`src/rtl/sar_converter.sv`:
```
// Successive-approximation converter controller: runs 8 bit trials against an
// external DAC/comparator and serves a 4-phase soc/eoc handshake to the consumer.
//
// state    | meaning
// S_IDLE   | eoc=1, x valid, waiting for soc
// S_SETTLE | DAC settling for the current trial code
// S_DECIDE | sample cmp, keep/clear current bit, set next trial bit
// S_HOLD   | final code ready, waiting for soc to drop before raising eoc
module sar_converter #(
    parameter int unsigned SETTLE = 2
) (
    input  logic       clock,
    input  logic       reset_,
    input  logic       soc,
    output logic       eoc,
    output logic [7:0] x,
    output logic [7:0] dac,
    input  logic       cmp
);

    typedef enum logic [1:0] {
        S_IDLE,
        S_SETTLE,
        S_DECIDE,
        S_HOLD
    } state_t;

    localparam logic [3:0] SETTLE_C = 4'(SETTLE);

    state_t     state_q;
    logic [2:0] bit_q;
    logic [3:0] cnt_q;
    logic [7:0] dac_q;
    logic [7:0] x_q;
    logic       eoc_q;

    logic [7:0] bit_mask;
    logic [7:0] dac_kept;

    assign bit_mask = 8'h01 << bit_q;
    // A low comparator means the trial code overshot the input: drop the bit.
    assign dac_kept = cmp ? dac_q : (dac_q & ~bit_mask);

    always_ff @(posedge clock or negedge reset_) begin
        if (!reset_) begin
            state_q <= S_IDLE;
            bit_q   <= 3'd0;
            cnt_q   <= 4'd0;
            dac_q   <= 8'h00;
            x_q     <= 8'h00;
            eoc_q   <= 1'b1;
        end else begin
            case (state_q)
                S_IDLE: begin
                    if (soc) begin
                        eoc_q   <= 1'b0;
                        dac_q   <= 8'h80;
                        bit_q   <= 3'd7;
                        cnt_q   <= SETTLE_C;
                        state_q <= S_SETTLE;
                    end
                end
                S_SETTLE: begin
                    if (cnt_q == 4'd1) begin
                        state_q <= S_DECIDE;
                    end else begin
                        cnt_q <= cnt_q - 4'd1;
                    end
                end
                S_DECIDE: begin
                    if (bit_q == 3'd0) begin
                        dac_q   <= dac_kept;
                        state_q <= S_HOLD;
                    end else begin
                        dac_q   <= dac_kept | (bit_mask >> 1);
                        bit_q   <= bit_q - 3'd1;
                        cnt_q   <= SETTLE_C;
                        state_q <= S_SETTLE;
                    end
                end
                S_HOLD: begin
                    if (!soc) begin
                        x_q     <= dac_q;
                        eoc_q   <= 1'b1;
                        state_q <= S_IDLE;
                    end
                end
                default: state_q <= S_IDLE;
            endcase
        end
    end

    assign eoc = eoc_q;
    assign x   = x_q;
    assign dac = dac_q;

endmodule
```
`config.mk`:
```
export PLATFORM = sky130hd
export DESIGN_NAME = sar_converter
export DESIGN_NICKNAME = d
export VERILOG_FILES = /design/src/rtl/sar_converter.sv
export SDC_FILE = /design/constraint.sdc
export NUM_CORES = 1
export LEC_CHECK = 0
export CAP_MARGIN = 10
export CORE_MARGIN = 2
export CORE_UTILIZATION = 40
export DETAILED_ROUTE_END_ITERATION = 16
export PLACE_DENSITY_LB_ADDON = 0.15
export SYNTH_ARGS = -nofsm -noshare
export SYNTH_HDL_FRONTEND = slang
export SYNTH_SLANG_ARGS = --single-unit
```
`constraint.sdc`:
```
create_clock -name clock -period 2.9 [get_ports clock]
set_input_delay 0.58 -clock clock [delete_from_list [all_inputs] [get_ports clock]]
set_output_delay 0.58 -clock clock [all_outputs]
set_load 0.005 [all_outputs]
```
==> flow_metrics.py <==
metrics = {
    "place": {
        "dp_hpwl_um": 1830,
        "dp_slack_ps": 888.8,
        "numPortBuffers": 20,
        "gp_congestion": 0.7926,
    },
    "floorplan": {
        "dieArea_um2": 3772,
        "io_pins": 21,
        "start_util_pct": 42.50,
        "rows": 20,
        "coreArea_um2": 3103,
        "die_y_um": 61.42,
        "die_w_um": 61.42,
    },
    "worst_setup_path": {
        "path_delay_family": "flip-flops",
        "crit_slowest_cell": "dfstp_2",
        "cp.required_ps": 2320,
        "critPathCaptureType": "primary output",
        "critPathArrivalTime_ps": 1360,
        "cp-start-kind": "flip-flop",
        "worstPathMaxFanout": 2,
        "critPathMaxStageDelay_ps": 550,
        "crit_chain": "clkdlybuf4s50_1",
        "crit_buf_inv": 1,
        "reg2reg_from": "bit_q[0]$_DFFE_PN0P_",
        "path_class": "reg -> out",
        "worstSetupStartpoint": "eoc$_DFFE_PN1P_",
    },
    "global_routing": {
        "grt_antenna_before_repair": 0,
        "grt-ovfl-total": 0,
        "track_usage_pct": 15.51,
        "grt_max_degree": 27,
        "grt_first_pass_wirelength_um": 4250,
        "grt_pass1_vias": 893,
    },
    "worst_hold_path": {
        "min_path_type": "reg -> reg",
        "hp-start": "eoc$_DFFE_PN1P_",
    },
    "power": {
        "power_density_nw_per_um2": 700.9,
        "vdd_drop_max_mv": 0.3930,
        "p_leak_nw": 0.7271,
    },
    "timing": {
        "period_share_pct": 66.98,
        "fin_ws_ps": 957.6,
        "slew_violations": 0,
        "tightest_slew_ps": 464.0,
        "timing.hold.ws_ps": 469.0,
        "fin_crit_ps": 1942,
        "hold_violations": 0,
        "relSlewSlack_pct": 69.07,
        "tns_ps": 0,
        "fmax_ghz": 0.5148,
        "clock_skew_ps": 6.954,
        "rsz0062_at_grt": "no",
        "setup-violations-final": 0,
    },
    "routing": {
        "drtIter0Drc": 10,
        "post-route-drc-count": 0,
        "via_count": 967,
        "ant_nets": 0,
        "via_per_inst": 5.171,
        "routed_wl_um": 2544,
        "drt-pass1-iter-count": 4,
        "post_drt_wl_per_cell_um": 13.60,
    },
    "clock_network": {
        "cts-root-buf": "clkbuf_4",
        "clock_path_buffers": 2,
        "cts.clk_slew.worst_paths_ps": 130,
        "cts_hold_buf": 0,
        "cts_buffers": 3,
        "clock_latency_ps": 320,
        "clock-sinks": 26,
        "post_cts.repair.setup_buffers": 0,
        "cts_tree": "built",
        "cts_resized": 0,
        "cts-htree-levels": 1,
    },
    "cells_and_area": {
        "nets": 155,
        "ff_latch_area_um2": 651.9,
        "multi_input_area_um2": 628.1,
        "n_antenna_cell": 0,
        "nFillCells": 330,
        "final_cell_mix": "dfrtp_1, clkdlybuf4s50_1, nand2_1, mux2_1",
        "layout_commonest_cell": "dfrtp_1",
        "drive_above_1_share_pct": 11.89,
        "area_growth_pct": 20.97,
    },
    "run": {
        "maxCapViolCount": 0,
    },
    "synthesis": {
        "syn-cell-area_um2": 1319,
        "synth.distinct_cells": 38,
        "yosysSeqAreaShare_pct": 49.43,
        "ys_seq_elements": 26,
        "ys_top_cells_by_area": "dfrtp_1, mux2_1, ha_1",
        "synth-edff-count": 0,
        "syn_area_per_cell_um2": 10.99,
        "synth_area_leader_cell": "dfrtp_1",
        "yosysTopAreaCellShare_pct": 47.44,
        "yosysWarnings": 0,
        "synth_cells": 120,
        "synth_ff_type": "dfrtp_1",
        "synthArstFlopShare_pct": 100.0,
        "synth.net_count": 131,
    },
    "status": {
        "status": "finished clean",
    },
}
worst reg2reg max path, stage by stage, from the launching register on:
cell and delay (ps):
dfrtp_1 440, inv_1 150, ha_1 300, nor2b_2 280, nor2_1 80, mux2_2 290, a22oi_2 110
metrics by stage:
stage	cells	util (%)	power [W]	cell area [um^2]
after floorplan	120	-	0.0008178	1319
after global placement	183	50.56	0.0009508	1569
after detailed placement	183	50.56	0.0009687	1569
after CTS	187	51.41	0.001130	1595
after global routing	187	51.41	0.001215	1595
final	187	51.41	0.001118	1595
registers in the layout (all words and copies together) (netlist names):
register and flops:
dac 8, x 8, cnt_q 4, bit_q 3, state_q 2, eoc 1
Yosys cell counts, types with 2 or more instances:
cell / n
a21oi_1: 2
a31oi_1: 2
a32o_1: 5
dfrtp_1: 25
ha_1: 7
inv_1: 6
mux2_1: 8
mux2_2: 2
mux2i_1: 2
nand2_1: 15
nand2b_1: 2
nand3_1: 2
nand3b_1: 4
nor2_1: 7
nor2b_1: 3
nor3_1: 2
nor3_2: 2
o21ai_0: 3
o21ai_1: 2
where the power goes:
group          switching, W  internal (W)
logic              0.000203      0.000215
clock network      0.000107     0.0000539
registers         0.0000957      0.000443
total              0.000406      0.000712
per-layer routing:
| layer | vias to the layer above | GRT usage [%] | part of all wire [%] |
|---|---|---|---|
| met4 | 0 | 6.383 | 1.7 |
| met5 | - | 0 | 0 |
| met1 | 466 | 23.50 | 50 |
| met3 | 5 | 2.731 | 3.7 |
| met2 | 24 | 21.88 | 44 |
| li1 | 472 | - | - |
path summary, 6_finish.rpt:
check	to	slack [ps]	depth (start not counted)
setup / recovery	eoc	960	1
hold / removal	eoc$_DFFE_PN1P_	470	2
setup reg to reg	bit_q[0]$_DFFE_PN0P_	1180	6
hold reg to reg	eoc$_DFFE_PN1P_	470	2
max in group asynchronous	eoc$_DFFE_PN1P_	1990	2
min in group asynchronous	cnt_q[0]$_DFFE_PN0P_	600	2
layout make-up:
type	count	area share, %
flip-flops and latches	26	40.86
clock buffers	4	1.647
inverters	7	1.647
multi-input cells	85	39.37
repair buffers	21	13.02
well taps	44	3.451
cells by family after synthesis:
logic type	synth area share, %
AO/OA/AOI/OAI	12.90
adder cells (fa/ha/maj)	6.641
buffers and inverters	2.941
flip-flops	49.43
multiplexers	10.06
AND/OR/NAND/NOR	18.03
No activity file was read; power rests on OpenSTA's default activity.
